[src/rtl/match_filter_ctrl_pkg.sv]
// Shared definitions for the match filter controller.
// Holds the controller state encoding, default sizing, and the bit positions
// of the fields inside the configuration words streamed to the filter.
package match_filter_ctrl_pkg;

  typedef enum logic [1:0] {
    ST_IDLE  = 2'd0,
    ST_DRAIN = 2'd1,
    ST_LOAD  = 2'd2,
    ST_ARMED = 2'd3
  } mfc_state_e;

  // Default sizing
  localparam int NUM_WORDS_DEF   = 8;
  localparam int BUSY_CYCLES_DEF = 8;

  // Port widths
  localparam int CFG_W       = 32;
  localparam int CSTATE_W    = 3;
  localparam int HOLD_W      = 16;
  localparam int MATCH_CNT_W = 16;
  localparam int DROP_CNT_W  = 8;

  // Word 0 layout: {threshold, unused, offset, residual}
  localparam int THRESH_MSB   = 31;
  localparam int THRESH_LSB   = 16;
  localparam int OFFSET_MSB   = 7;
  localparam int OFFSET_LSB   = 3;
  localparam int RESIDUAL_MSB = 2;
  localparam int RESIDUAL_LSB = 0;

  // Words 1..NUM_WORDS-1 layout: {coef_real, coef_img}
  localparam int COEF_REAL_MSB = 31;
  localparam int COEF_REAL_LSB = 16;
  localparam int COEF_IMG_MSB  = 15;
  localparam int COEF_IMG_LSB  = 0;

endpackage

[src/rtl/match_filter_ctrl_sat_counter.sv]
// Saturating up-counter with synchronous clear.
// Ports:
//   clk, reset  clock and asynchronous active-low reset
//   clr         zero the count on the next edge; wins over inc
//   inc         add one unless already at all-ones
//   count       current count value
module sat_counter #(
  parameter int W = 8
) (
  input  logic         clk,
  input  logic         reset,
  input  logic         clr,
  input  logic         inc,
  output logic [W-1:0] count
);

  always_ff @(posedge clk or negedge reset) begin
    if (!reset) begin
      count <= '0;
    end else if (clr) begin
      count <= '0;
    end else if (inc && (count != {W{1'b1}})) begin
      count <= count + W'(1);
    end
  end

endmodule

[src/rtl/match_filter_ctrl.sv]
// Match filter controller.
// Gates receive strobes into the filter, reloads the filter configuration
// from the host once the filter has finished its current computation, and
// turns filter match results into rate-limited match pulses plus statistics.
//
// Ports:
//   clk, reset            clock, asynchronous active-low reset
//   cfg_valid/cfg_data/cfg_last/cfg_ready
//                         host configuration stream
//   rxstrobe_in/rxstrobe_out
//                         sample strobe in, gated strobe to the filter
//   cwrite/cstate/cdata   filter configuration write port
//   f_valid/f_match       filter result
//   holdoff               minimum spacing between match pulses
//   clr_stats             clear match_cnt, drop_cnt, cfg_err
//   match_pulse/match_cnt/drop_cnt/cfg_err/armed
//                         status outputs
//   fsm_state             current controller state (debug)
//
// Config handshake: a word transfers on every rising edge where cfg_valid
// and cfg_ready are both high; cfg_ready only depends on state, and the host
// holds cfg_data/cfg_last stable while cfg_valid is high and cfg_ready low.
module match_filter_ctrl
  import match_filter_ctrl_pkg::*;
#(
  parameter int NUM_WORDS   = NUM_WORDS_DEF,   // 1..8
  parameter int BUSY_CYCLES = BUSY_CYCLES_DEF  // >= 1
) (
  input  logic                   clk,
  input  logic                   reset,
  input  logic                   cfg_valid,
  input  logic [CFG_W-1:0]       cfg_data,
  input  logic                   cfg_last,
  output logic                   cfg_ready,
  input  logic                   rxstrobe_in,
  output logic                   rxstrobe_out,
  output logic                   cwrite,
  output logic [CSTATE_W-1:0]    cstate,
  output logic [CFG_W-1:0]       cdata,
  input  logic                   f_valid,
  input  logic                   f_match,
  input  logic [HOLD_W-1:0]      holdoff,
  input  logic                   clr_stats,
  output logic                   match_pulse,
  output logic [MATCH_CNT_W-1:0] match_cnt,
  output logic [DROP_CNT_W-1:0]  drop_cnt,
  output logic                   cfg_err,
  output logic                   armed,
  output mfc_state_e             fsm_state
);

  localparam int BUSY_W = $clog2(BUSY_CYCLES + 1);

  mfc_state_e          state_q, state_d;
  logic [BUSY_W-1:0]   busy_q;
  logic [CSTATE_W-1:0] widx_q;
  logic [HOLD_W-1:0]   hold_q;

  logic pass_state;
  logic fwd;
  logic blocked;
  logic accept;
  logic last_idx;
  logic busy_done;
  logic hit;

  assign pass_state = (state_q == ST_IDLE) || (state_q == ST_ARMED);
  // Strobe is a pure combinational gate; reset term keeps it low while
  // reset is asserted.
  assign fwd       = reset && rxstrobe_in && pass_state;
  assign blocked   = rxstrobe_in && !pass_state;
  assign accept    = cfg_valid && (state_q == ST_LOAD);
  assign last_idx  = (widx_q == CSTATE_W'(NUM_WORDS - 1));
  // Leave DRAIN on the edge where the busy counter reaches 0, so LOAD is
  // the first cycle in which the counter reads 0.
  assign busy_done = (busy_q <= BUSY_W'(1));
  assign hit       = f_valid && f_match;

  assign rxstrobe_out = fwd;
  assign cfg_ready    = (state_q == ST_LOAD);
  assign armed        = (state_q == ST_ARMED);
  assign fsm_state    = state_q;

  // Next-state logic
  always_comb begin
    state_d = state_q;
    case (state_q)
      ST_IDLE:  if (cfg_valid) state_d = ST_DRAIN;
      ST_DRAIN: if (busy_done) state_d = ST_LOAD;
      ST_LOAD: begin
        if (accept) begin
          if (last_idx)      state_d = ST_ARMED;
          else if (cfg_last) state_d = ST_IDLE;
        end
      end
      ST_ARMED: if (cfg_valid) state_d = ST_DRAIN;
      default:  state_d = ST_IDLE;
    endcase
  end

  always_ff @(posedge clk or negedge reset) begin
    if (!reset) state_q <= ST_IDLE;
    else        state_q <= state_d;
  end

  // Filter busy window: restarts on every strobe the filter actually sees.
  always_ff @(posedge clk or negedge reset) begin
    if (!reset) begin
      busy_q <= '0;
    end else if (fwd) begin
      busy_q <= BUSY_W'(BUSY_CYCLES);
    end else if (busy_q != '0) begin
      busy_q <= busy_q - BUSY_W'(1);
    end
  end

  // Config write port and word index
  always_ff @(posedge clk or negedge reset) begin
    if (!reset) begin
      widx_q <= '0;
      cwrite <= 1'b0;
      cstate <= '0;
      cdata  <= '0;
    end else begin
      cwrite <= accept;
      if (accept) begin
        cdata  <= cfg_data;
        cstate <= widx_q;
      end
      if (state_q != ST_LOAD) widx_q <= '0;
      else if (accept)        widx_q <= widx_q + CSTATE_W'(1);
    end
  end

  // Load error: cfg_last must coincide exactly with the final word.
  always_ff @(posedge clk or negedge reset) begin
    if (!reset) begin
      cfg_err <= 1'b0;
    end else if (clr_stats) begin
      cfg_err <= 1'b0;
    end else if (accept && (last_idx ? !cfg_last : cfg_last)) begin
      cfg_err <= 1'b1;
    end
  end

  // Match pulse with holdoff; the holdoff counter runs down in every state.
  always_ff @(posedge clk or negedge reset) begin
    if (!reset) begin
      match_pulse <= 1'b0;
      hold_q      <= '0;
    end else begin
      match_pulse <= 1'b0;
      if ((state_q == ST_ARMED) && hit && (hold_q == '0)) begin
        match_pulse <= 1'b1;
        hold_q      <= holdoff;
      end else if (hold_q != '0) begin
        hold_q <= hold_q - HOLD_W'(1);
      end
    end
  end

  sat_counter #(.W(MATCH_CNT_W)) u_match_cnt (
    .clk   (clk),
    .reset (reset),
    .clr   (clr_stats),
    .inc   (hit),
    .count (match_cnt)
  );

  sat_counter #(.W(DROP_CNT_W)) u_drop_cnt (
    .clk   (clk),
    .reset (reset),
    .clr   (clr_stats),
    .inc   (blocked),
    .count (drop_cnt)
  );

endmodule

[config.mk]
export PLATFORM = sky130hd
export DESIGN_NAME = match_filter_ctrl
export DESIGN_NICKNAME = d
export VERILOG_FILES = /design/src/rtl/match_filter_ctrl_pkg.sv /design/src/rtl/match_filter_ctrl_sat_counter.sv /design/src/rtl/match_filter_ctrl.sv
export SDC_FILE = /design/constraint.sdc
export NUM_CORES = 1
export LEC_CHECK = 0
export BUFFER_PORTS_ARGS = -buffer_cell sky130_fd_sc_hd__buf_2
export CAP_MARGIN = 10
export CORE_MARGIN = 1
export CORE_UTILIZATION = 40
export DETAILED_ROUTE_END_ITERATION = 8
export PLACE_DENSITY_LB_ADDON = 0.15
export SYNTH_ARGS = -nofsm -noshare
export SYNTH_HDL_FRONTEND = slang
export SYNTH_SLANG_ARGS = --single-unit
[constraint.sdc]
create_clock -name clk -period 3.2 [get_ports clk]
set_input_delay 0.48 -clock clk [delete_from_list [all_inputs] [get_ports clk]]
set_output_delay 0.48 -clock clk [all_outputs]
set_load 0.01 [all_outputs]
; Word-level counts from Yosys, hierarchy flattened
; Cells that the tools add are included.
[word_totals]
ff_bits = 87
input_bits = 56
output_inout_bits = 67
elab_cells = 73
[op_classes]
addsub = 5
magnitude_cmp = 1
n_eq_ne = 11
muxes = 20
n_reduce_logical = 25
[ops]
columns = op, count
row1 = $mux W16, 4
row2 = $add A16 B1 Y16 const B, 1
row3 = $logic_not A16 Y1, 1
row4 = $mux W8, 2
row5 = $ne A16 B16 Y1 const B, 1
row6 = $reduce_bool A16 Y1, 1
row7 = $sub A16 B1 Y16 const B, 1
row8 = $reduce_bool A2 Y1, 6
row9 = $logic_and A1 B1 Y1, 10
row10 = $mux W2, 5
row11 = $add A8 B1 Y8 const B, 1
row12 = $mux W4, 2
row13 = $ne A8 B8 Y1 const B, 1
row14 = $mux W3, 2
row15 = $pmux W2 S3, 1
row16 = $eq A2 B2 Y1 const B, 2
row17 = $le A4 B1 Y1 const B, 1
row18 = $mux W1, 4
row19 = $ne A2 B1 Y1 const B, 2
row20 = $ne A2 B2 Y1 const B, 2
row21 = $reduce_and A4 Y1, 1
row22 = $reduce_bool A4 Y1, 1
row23 = $sub A4 B1 Y4 const B, 1
row24 = $add A3 B1 Y3 const B, 1
row25 = other kinds (7), 8

; Longest topological paths before layout
; Gate-level depths: netlist (run 1).
[depth]
ltp_word = 7
mapped_depth = 7
ltp_nobuf = 6

; Hierarchy
; From an unflattened synthesis (run 1), not the netlist that was laid out.
[unflattened]
cells_unflattened = 387
area_unflattened_um2 = 4310.4
[by_module_without_submodules]
columns = module, instances, cells_per_inst, area_per_inst_um2, seq_area_each_um2
row1 = match_filter_ctrl, 1, 240, 2904.0, 1576.5
row2 = sat_counter at u_match_cnt, 1, 98, 942.2, 400.4
row3 = sat_counter at u_drop_cnt, 1, 49, 464.2, 200.2

; Least setup slack after synthesis (run 1)
; OpenSTA, ideal clock, no wires.
[synth_timing]
path_kind = reg-to-reg
start = reg hold_q[3]
end = reg hold_q[14]
setup_ns = 0.126
t_arrival_ns = 2.094
required_time_ns = 3.074
path_slack_ns = 0.980
path_stages_with_launch = 6
n_path_buf = 1
period_less_slack_ns = 2.220
path_cell_list = dfrtp_1 or4_4 or4_4 or3b_1 buf_2 mux2i_1
[synth_between]
elab_chain_len = 3
word_cells_on_any_way = 7
classes_between = add/sub: 1 / mux: 2 / reduce/logical: 4
[synth_lines]
columns = element, line_no
row1 = from (decl), match_filter_ctrl.sv:57  ; logic [HOLD_W-1:0] hold_q;
row2 = from (signal assigned), match_filter_ctrl.sv:155  ; hold_q <= holdoff;
row3 = from (signal assigned), match_filter_ctrl.sv:157  ; hold_q <= hold_q - HOLD_W'(1);
row4 = $sub A16 B1 Y16 or $logic_not A16 Y1 (tied branches), "match_filter_ctrl.sv:157, match_filter_ctrl.sv:153"
row5 = $mux W16 or $logic_and A1 B1 Y1 (tied branches), "match_filter_ctrl.sv:156, match_filter_ctrl.sv:153"
row6 = $mux W16 or $reduce_bool A2 Y1 (tied branches), --
; Several ways; a longest one is shown, not always the timed one. The select of a mux whose other input is x is not followed.
; A chain may end at the register's enable or synchronous reset.

; Worst setup path in the final report (run 1)
[layout_timing]
start = reg hold_q[7]
end = reg hold_q[1]
[layout_between]
elab_chain_len = 3
word_cells_on_any_way = 5
classes_between = mux: 1 / reduce/logical: 4
[layout_lines]
columns = element, line_no
row1 = $logic_not A16 Y1, match_filter_ctrl.sv:153  ; if ((state_q == ST_ARMED) && hit && (hold_q == '0)) begin
row2 = $logic_and A1 B1 Y1, match_filter_ctrl.sv:153
row3 = $mux W16 or $reduce_bool A2 Y1 (tied branches), --
; Several ways; a longest one is shown, not always the timed one.

==> flow_metrics.env, run 1 <==
export IMPL_wl_per_cell_um=14.06
export IMPL_post_cts_buffers=0
export IMPL_cts_tree="built"
export IMPL_drtIter0Drc=147
export IMPL_async_reset_ff_share_pct=100.0
export IMPL_ys_types=44
export IMPL_via_per_inst=5.162
export IMPL_endpoint_kind="register"
export IMPL_clkLatencyLatePin_ns=0.36
export IMPL_instances_no_fill=648
export IMPL_portBuffers=122
export IMPL_relSlewSlack_pct=39.04
export IMPL_synth_warnings=0
export IMPL_synth_edf_count=0
export IMPL_finalHoldViolations=0
export IMPL_setup_viol=0
export IMPL_synthFlopType="dfrtp_1"
export IMPL_grt_overflow=0
export IMPL_setup_ws_ns=0.7920
export IMPL_path_max_fanout=9
export IMPL_clockBufferDepth=2
export IMPL_max_freq_mhz=415.3
export IMPL_drv_slew=0
export IMPL_skew_ns=0.01143
export IMPL_p_leak_nw=2.331
export IMPL_cellPowerDensity_nw_per_um2=646.6
export IMPL_syn_avg_cell_area_sq_um=10.89
export IMPL_crit_required_ns=3.47
export IMPL_worst_slew_pin_slew_ns=0.9144
export IMPL_antenna_cells=0
export IMPL_preCtsSetupSlack_ns=0.8276
export IMPL_track_usage_pct=17.39
export IMPL_syn_num_nets=453
export IMPL_crit_type="register to register"
export IMPL_h_tree_depth=3
export IMPL_irDropWorstVdd_uv=463.4
export IMPL_core_area_sq_um=10280
export IMPL_hold_class="input port to register"
export IMPL_route_vias_total=3345
export IMPL_area_growth_pct=22.98
export IMPL_cap_violations=0
export IMPL_gp_congestion=0.8385
export IMPL_final_cell_area_sq_um=5170
export IMPL_rsz0062_at_grt="false"
export IMPL_clk_pin_slew_worst_paths_ns=0.10
export IMPL_dp_hpwl_um=6354
export IMPL_ys_seq_area_share_pct=51.79
export IMPL_nNetsFinal=574
export IMPL_outcome="complete, no violations"
export IMPL_layout_drive_gt1_share_pct=36.52
export IMPL_design_portCount=123
export IMPL_cts_root_buffer="clkbuf_8"
export IMPL_clock_sinks=87
export IMPL_grt_pass1_wl_um=15320
export IMPL_antenna_left=0
export IMPL_holdBufCountCts=1
export IMPL_die_h_um=104.5
export IMPL_grt_max_degree=74
export IMPL_period_minus_slack_ns=2.408
export IMPL_antenna_found_initial=0
export IMPL_synthCells=386
export IMPL_finalCritPeriodShare_pct=75.25
export IMPL_place_inst=631
export IMPL_drt_total_wl_um=9114
export IMPL_syn_area_sq_um=4204
export IMPL_start_kind="register"
export IMPL_numCtsBuffers=9
export IMPL_die_area_sq_um=10920
export IMPL_final_setup_tns_ns=0
export IMPL_die_w_um=104.5
export IMPL_rows=37
export IMPL_fin_hold_ws_ns=0.3446
export IMPL_post_dp_cell_area_sq_um=4960
export IMPL_drc=0
export IMPL_start_util_pct=40.91
export IMPL_ctsResizeCount=0
export IMPL_rrSetupSlack_ns=0.79
export IMPL_dr_pass1_iters=6
export IMPL_crit_arrival_ns=2.68
export IMPL_ys_seq_elements=87
export IMPL_grt_pass1_vias=3270
[registers in the layout, summed over array words and instances, names as in the netlist]
name,flops
hold_q,16
cstate,3
busy_q,4
cwrite,1
u_match_cnt.count,16
match_pulse,1
fsm_state,2
u_drop_cnt.count,8
cfg_err,1
widx_q,3
cdata,32
[worst paths after layout]
path                                             from                         endpoint  cells past startpoint
worst max-delay path            hold_q[7]$_DFFE_PN0P_            hold_q[1]$_DFFE_PN0P_                      4
worst min-delay path                     cfg_data[16]            cdata[16]$_DFFE_PN0P_                      2
worst max register to register  hold_q[7]$_DFFE_PN0P_            hold_q[1]$_DFFE_PN0P_                      4
worst min register to register  cdata[14]$_DFFE_PN0P_            cdata[14]$_DFFE_PN0P_                      1
max in group asynchronous                       reset            widx_q[2]$_DFFE_PN0P_                      3
min in group asynchronous                       reset  u_drop_cnt.count[2]$_DFFE_PN0P_                      2
[power by group]
group / internal (mW) / switching (mW) / leakage [nW]
Sequential: 1.37 / 0.161 / 1.07
Clock: 0.306 / 0.450 / 0.0939
Combinational: 0.538 / 0.515 / 1.17
Total: 2.22 / 1.13 / 2.33
[cell usage after synthesis, types with 3 or more instances]
master,number,area (sq um)
ha_1,11,137.6
mux2_2,39,439.2
o21ai_0,20,100.1
dfrtp_1,87,2177
o41ai_1,3,26.28
nand3_1,18,90.09
and2_1,4,25.02
nor4_1,8,50.05
a21oi_1,23,115.1
o31ai_1,8,60.06
nor2_1,24,90.09
a21boi_0,5,37.54
or3_1,8,50.05
or4_1,9,67.56
nand2_1,15,56.30
clkbuf_1,15,56.30
nand4_1,7,43.79
mux2i_1,7,70.07
and3_1,4,25.02
nor3_1,10,50.05
inv_1,14,52.55
xnor2_1,9,78.83
xor2_1,9,78.83
nor2b_1,4,25.02
[routing by layer]
layer | vias up | part of all wire, % | track usage (%)
met5 | - | 0 | 0
met4 | 0 | 0.72 | 4.898
met3 | 6 | 6.9 | 5.702
li1 | 1636 | - | -
met2 | 103 | 46 | 27.91
met1 | 1600 | 47 | 22.39
[stage by stage]
step / total power [mW] / utilization [%]
2_1_floorplan: 2.193 / -
3_3_place_gp: 2.592 / 48.26
3_5_place_dp: 2.623 / 48.26
4_1_cts: 3.407 / 50.30
5_1_grt: 3.569 / 50.30
6_report: 3.343 / 50.30
[critical path, cell delays in order, from the launching register on]
cell and delay [ns]:
dfrtp_1 0.44, or4_1 0.60, or4_4 0.54, nor3b_2 0.48, mux2i_1 0.26
[cells by family (layout without fill, tap and decap cells)]
| logic type | count (synthesis) | count (layout) | share of synthesized area [%] |
|---|---|---|---|
| AND/OR/NAND/NOR | 123 | 123 | 16.16 |
| flip-flops | 87 | 87 | 51.79 |
| AO/OA/AOI/OAI | 70 | 70 | 10.12 |
| multiplexers | 46 | 46 | 12.11 |
| buffers and inverters | 31 | 157 | 2.797 |
| XOR/XNOR | 18 | 18 | 3.750 |
| adder cells (fa/ha/maj) | 11 | 11 | 3.274 |
[cell usage in the layout, fill, tap and decap left out, types with 5 or more instances in the layout]
cell type	Yosys	routed
ha_1	11	11
clkbuf_8	0	9
nand3_1	18	18
o21ai_0	20	20
or4_1	9	9
o31ai_1	8	8
buf_4	0	5
xor2_1	9	9
dfrtp_1	87	87
mux2i_1	7	7
nor4_1	8	8
a21boi_0	5	5
or3_1	8	8
nor2_1	24	24
buf_2	1	121
a21oi_1	23	23
inv_1	14	14
nor3_1	10	10
mux2_2	39	39
xnor2_1	9	9
nand2_1	15	15
nand4_1	7	7
[area by class of cell]
| cell class | instances | area, sq um |
|---|---|---|
| repair buffers | 127 | 653.1 |
| inverters | 14 | 52.55 |
| well taps | 136 | 170.2 |
| clock inverters | 7 | 76.32 |
| multi-input cells | 268 | 1917 |
| clock buffers | 9 | 123.9 |
| fillers | 1007 | 5107 |
| flip-flops and latches | 87 | 2177 |
Power figures use the tool's default switching activity.
==> inputs of run 2 (changes only) <==
==> constraint.sdc (replaced) <==
create_clock -name clk -period 2 [get_ports clk]
set_input_delay 0.3 -clock clk [delete_from_list [all_inputs] [get_ports clk]]
set_output_delay 0.3 -clock clk [all_outputs]
set_load 0.01 [all_outputs]
==> flow_metrics.env, run 2 (synthesis results as in run 1) <==
export IMPL_r2r_start="hold_q[13]$_DFFE_PN0P_"
export IMPL_p_switching_mw=1.709
export IMPL_die_w_um=104.5
export IMPL_outcome="complete, but fails checks"
export IMPL_post_dp_cell_area_sq_um=5258
export IMPL_rrSetupSlack_ns=-0.22
export IMPL_antenna_left=0
export IMPL_start_util_pct=40.91
export IMPL_die_h_um=104.5
export IMPL_cap_violations=0
export IMPL_clkLatencyLatePin_ns=0.35
export IMPL_cts_root_buffer="clkbuf_8"
export IMPL_regMostFlops="cdata"
export IMPL_r2r_end="hold_q[4]$_DFFE_PN0P_"
export IMPL_finalHoldViolations=3
export IMPL_relSlewSlack_pct=64.81
export IMPL_grt_pass1_vias=3616
export IMPL_holdBufCountCts=0
export IMPL_cellPowerDensity_nw_per_um2=992.1
export IMPL_crit_end="hold_q[4]$_DFFE_PN0P_"
export IMPL_cts_tree="built"
export IMPL_drc=0
export IMPL_design_portCount=123
export IMPL_sequentialPowerShare_pct=44.3
export IMPL_via_per_inst=5.169
export IMPL_fin_hold_ws_ns=-0.002223
export IMPL_grt_max_degree=88
export IMPL_finalCritPeriodShare_pct=111.1
export IMPL_rsz0062_at_grt="true"
export IMPL_nNetsFinal=612
export IMPL_final_cell_area_sq_um=5553
export IMPL_antenna_cells=0
export IMPL_period_minus_slack_ns=2.222
export IMPL_clockBufferDepth=2
export IMPL_grt_overflow=0
export IMPL_rows=37
export IMPL_final_setup_tns_ns=-2.434
export IMPL_met3_usage_pct=5.326
export IMPL_hold_class="input port to async pin"
export IMPL_clk_pin_slew_worst_paths_ns=0.09
export IMPL_gp_congestion=0.8056
export IMPL_largest_reg_flops=32
export IMPL_clock_sinks=87
export IMPL_setup_ws_ns=-0.2217
export IMPL_worstRegToRegCells=7
export IMPL_p_leak_nw=2.576
export IMPL_endpoint_kind="register"
export IMPL_drt_total_wl_um=9978
export IMPL_antenna_found_initial=0
export IMPL_area_growth_pct=32.08
export IMPL_grt_use_met2_pct=30.09
export IMPL_numCtsBuffers=9
export IMPL_clkPwrFrac_pct=23.3
export IMPL_core_area_sq_um=10280
export IMPL_layout_drive_gt1_share_pct=43.09
export IMPL_track_usage_pct=19.32
export IMPL_drv_slew=0
export IMPL_dr_pass1_iters=4
export IMPL_dp_hpwl_um=6945
export IMPL_irDropWorstVdd_uv=622.5
export IMPL_drtIter0Drc=144
export IMPL_max_freq_mhz=450.1
export IMPL_route_vias_total=3546
export IMPL_pwr_share_comb_pct=32.4
export IMPL_portBuffers=122
export IMPL_skew_ns=0.009677
export IMPL_crit_arrival_ns=2.46
export IMPL_start_kind="register"
export IMPL_path_max_fanout=4
export IMPL_reg_top3="cdata (32), hold_q (16), u_match_cnt.count (16)"
export IMPL_p_sw_share_pct=31.03
export IMPL_grt_busiest_layer="met2"
export IMPL_p_int_mw=3.800
export IMPL_setup_viol=15
export IMPL_startpoint="hold_q[13]$_DFFE_PN0P_"
export IMPL_crit_required_ns=2.24
export IMPL_layout_common_cells="buf_2 (121), dfrtp_1 (87), mux2_2 (39), buf_4 (38), nor2_1 (24)"
export IMPL_wl_per_cell_um=14.55
export IMPL_die_area_sq_um=10920
export IMPL_violations="hold timing, setup timing"
export IMPL_grt_pass1_wl_um=16990
export IMPL_mostFrequentLayoutCell="buf_2"
export IMPL_crit_type="register to register"
export IMPL_worst_slew_pin_slew_ns=0.5238
export IMPL_h_tree_depth=3
export IMPL_globalRouteMet1Util_pct=26.25
## run 2: changes by cell type in the layout (fill, tap and decap cells not counted), sizes merged
cell | before | now
clkinvlp | 2 | 0
clkbuf | 9 | 13
dlygate4sd3 | 1 | 0
buf | 126 | 165
inv | 17 | 14
bufinv | 0 | 1
## run 2: layer usage
layer	up-vias	wire length, um	share of wire [%]
met5	-	0	0
met3	7	561	5.6
met4	0	99	0.99
li1	1725	-	-
met2	99	4654	47
met1	1715	4663	47
## run 2: worst max-delay path, cell delays in order, from the launching register on
cell	delay (ns)
dfrtp_1	0.40
or4_1	0.52
or4_4	0.54
buf_6	0.14
nor3b_4	0.20
buf_4	0.15
buf_6	0.10
o21ai_1	0.05
## run 2: how the worst min path moves through the flow
stage                from                              end  slack (ns)
finish              reset  u_drop_cnt.count[4]$_DFFE_PN0P_      -0.002
global route        reset  u_drop_cnt.count[4]$_DFFE_PN0P_        0.04
CTS                 reset  u_drop_cnt.count[4]$_DFFE_PN0P_        0.02
detailed placement  reset  u_drop_cnt.count[4]$_DFFE_PN0P_        0.41
global placement    reset  u_drop_cnt.count[5]$_DFFE_PN0P_        0.41
floorplan           reset            busy_q[0]$_DFFE_PN0P_       0.004
## run 2: power by group through the flow
stage	logic [mW]	clock network, mW	registers (mW)
final	1.78	1.29	2.44
after global routing	1.96	1.39	2.51
after CTS	1.82	1.33	2.45
after detailed placement	1.81	0	2.47
after global placement	1.76	0	2.45
after floorplan	0.857	0	2.66
## run 2: per-stage QoR
stage                     cells  power, mW  util [%]  setup WS, ns
after detailed placement    665      4.282     51.16       -0.2296
final                       686      5.509     54.03       -0.2217
after global routing        686      5.861     54.03       -0.2779
after floorplan             386      3.513         -       -0.1795
after CTS                   684      5.597     53.73       -0.2348
after global placement      665      4.209     51.16       -0.2039
## run 2: area by class of cell
| class | count | area, sq um |
|---|---|---|
| clock buffers | 13 | 168.9 |
| well taps | 136 | 170.2 |
| fillers | 990 | 4725 |
| flip-flops and latches | 87 | 2177 |
| clock inverters | 3 | 40.04 |
| inverters | 14 | 52.55 |
| multi-input cells | 268 | 1959 |
| repair buffers | 165 | 984.7 |
## run 2: repair_timing
item                       4_1_cts  5_1_grt
cloned                           1        0
pin swaps                        6        3
buffers inserted                 2        2
setup endpoints to repair       16       18
resized for setup               12        7
==> inputs of run 3 (changes only) <==
--- a/config.mk
+++ b/config.mk
@@ -8,7 +8,7 @@
 export BUFFER_PORTS_ARGS = -buffer_cell sky130_fd_sc_hd__buf_2
 export CAP_MARGIN = 10
 export CORE_MARGIN = 1
-export CORE_UTILIZATION = 40
+export CORE_UTILIZATION = 45
 export DETAILED_ROUTE_END_ITERATION = 8
 export PLACE_DENSITY_LB_ADDON = 0.15
 export SYNTH_ARGS = -nofsm -noshare
==> flow_metrics.env, run 3 (synthesis results as in run 1) <==
export IMPL_crit_slowest_cell="or4_4"
export IMPL_largest_reg_flops=32
export IMPL_layout_drive_gt1_share_pct=43.90
export IMPL_die_area_sq_um=9733
export IMPL_design_portCount=123
export IMPL_antenna_left=0
export IMPL_outcome="complete, but fails checks"
export IMPL_relSlewSlack_pct=66.87
export IMPL_violations="hold timing, setup timing"
export IMPL_max_freq_mhz=453.5
export IMPL_period_minus_slack_ns=2.205
export IMPL_wl_per_cell_um=14.49
export IMPL_drv_slew=0
export IMPL_startpoint="hold_q[14]$_DFFE_PN0P_"
export IMPL_crit_type="register to register"
export IMPL_finalCritPeriodShare_pct=110.3
export IMPL_worstPathCellList="or4_4 > or4_4 > buf_6 > nor3b_4 > buf_6 > buf_4 > o21ai_2"
export IMPL_die_w_um=98.66
export IMPL_clock_sinks=87
export IMPL_path_max_fanout=5
export IMPL_power_mw=5.571
export IMPL_grt_pass1_wl_um=16240
export IMPL_worst_slew_pin_slew_ns=0.4969
export IMPL_cellPowerDensity_nw_per_um2=1007
export IMPL_grt_pass1_vias=3475
export IMPL_core_area_sq_um=8891
export IMPL_h_tree_depth=3
export IMPL_area_growth_pct=31.58
export IMPL_regMostFlops="cdata"
export IMPL_mostFrequentLayoutCell="buf_2"
export IMPL_rows=34
export IMPL_grt_overflow=0
export IMPL_antenna_cells=0
export IMPL_hold_class="input port to async pin"
export IMPL_gp_congestion=0.8732
export IMPL_p_leak_nw=2.568
export IMPL_clkLatencyLatePin_ns=0.35
export IMPL_crit_arrival_ns=2.44
export IMPL_crit_required_ns=2.23
export IMPL_rsz0062_at_grt="true"
export IMPL_drtIter0Drc=115
export IMPL_endpoint_kind="register"
export IMPL_clk_pin_slew_worst_paths_ns=0.09
export IMPL_dr_pass1_iters=4
export IMPL_dp_hpwl_um=6699
export IMPL_start_util_pct=47.28
export IMPL_drt_total_wl_um=9519
export IMPL_numCtsBuffers=9
export IMPL_drc=0
export IMPL_portBuffers=122
export IMPL_fill_cells=753
export IMPL_layout_common_cells="buf_2 (121), dfrtp_1 (86), mux2_2 (39), buf_4 (38), nor2_1 (24)"
export IMPL_route_vias_total=3525
export IMPL_cap_violations=0
export IMPL_antenna_found_initial=0
export IMPL_finalHoldViolations=4
export IMPL_critPathMaxStageDelay_ns=0.54
export IMPL_final_util_pct=62.21
export IMPL_die_h_um=98.66
export IMPL_start_kind="register"
export IMPL_grt_max_degree=88
export IMPL_reg_top3="cdata (32), hold_q (16), u_match_cnt.count (16)"
export IMPL_clockBufferDepth=2
export IMPL_via_per_inst=5.365
export IMPL_cts_root_buffer="clkbuf_8"
export IMPL_setup_viol=16
export IMPL_preCtsSetupSlack_ns=-0.1819
export IMPL_setup_ws_ns=-0.2051
export IMPL_final_setup_tns_ns=-2.166
export IMPL_irDropWorstVdd_uv=621.3
export IMPL_cts_tree="built"
export IMPL_nNetsFinal=611
export IMPL_fin_hold_ws_ns=-0.01508
export IMPL_r2r_start="hold_q[14]$_DFFE_PN0P_"
export IMPL_track_usage_pct=20.93
export IMPL_skew_ns=0.01621
run 3: worst max-delay path, delay by kind of cell, from the launching register on:
kind	cells	cell delay (ns)
buffers and inverters	3	0.40
and+or+nand+nor	3	1.27
AOI/OAI and AO/OA	1	0.04
DFF	1	0.38
run 3: what timing repair did:
item                                    CTS  global route
endpoints found under the setup margin   15            19
buffers inserted                          2             3
gates resized for setup                  13            11
pin swaps                                 1             3
gates cloned                              1             0
hold endpoints to repair                  0             0
hold buffers                              0             0
run 3: worst paths after layout:
path	depth (start not counted)	end	slack, ns
worst min register to register	1	cdata[13]$_DFFE_PN0P_	0.51
worst max register to register	7	hold_q[3]$_DFFE_PN0P_	-0.21
worst min-delay path	2	u_drop_cnt.count[2]$_DFFE_PN0P_	-0.02
max in group asynchronous	2	fsm_state[0]$_DFFE_PN0P_	1.65
worst max-delay path	7	hold_q[3]$_DFFE_PN0P_	-0.21
min in group clk	2	cdata[14]$_DFFE_PN0P_	0.18
run 3: area by class of cell:
class | instances | area [sq um] | share of cell area (%)
sequential | 87 | 2178 | 39.38
multi-input combinational | 268 | 1972 | 35.65
timing repair buffer | 164 | 964.7 | 17.44
clock buffer | 10 | 137.6 | 2.488
tap | 108 | 135.1 | 2.443
clock inverter | 6 | 91.34 | 1.651
inverter | 14 | 52.55 | 0.9500
run 3: layer usage:
metal,global-route usage (%),up-vias,routed length [um]
li1,-,1722,-
met1,27.46,1685,4391
met2,34.34,104,4520
met3,4.397,14,469
met4,7.692,0,138
met5,0,-,0
run 3: stage by stage:
stage	instances	area [sq um]
finish	657	5532
floorplan	386	4225
CTS	655	5493
detailed placement	636	5202
global route	657	5532
global placement	636	5202
run 3: power by group:
part	switching [mW]	leakage [nW]	internal [mW]
Clock	0.641	0.105	0.742
Sequential	0.250	1.07	2.20
Combinational	0.838	1.39	0.901
Total	1.73	2.57	3.84
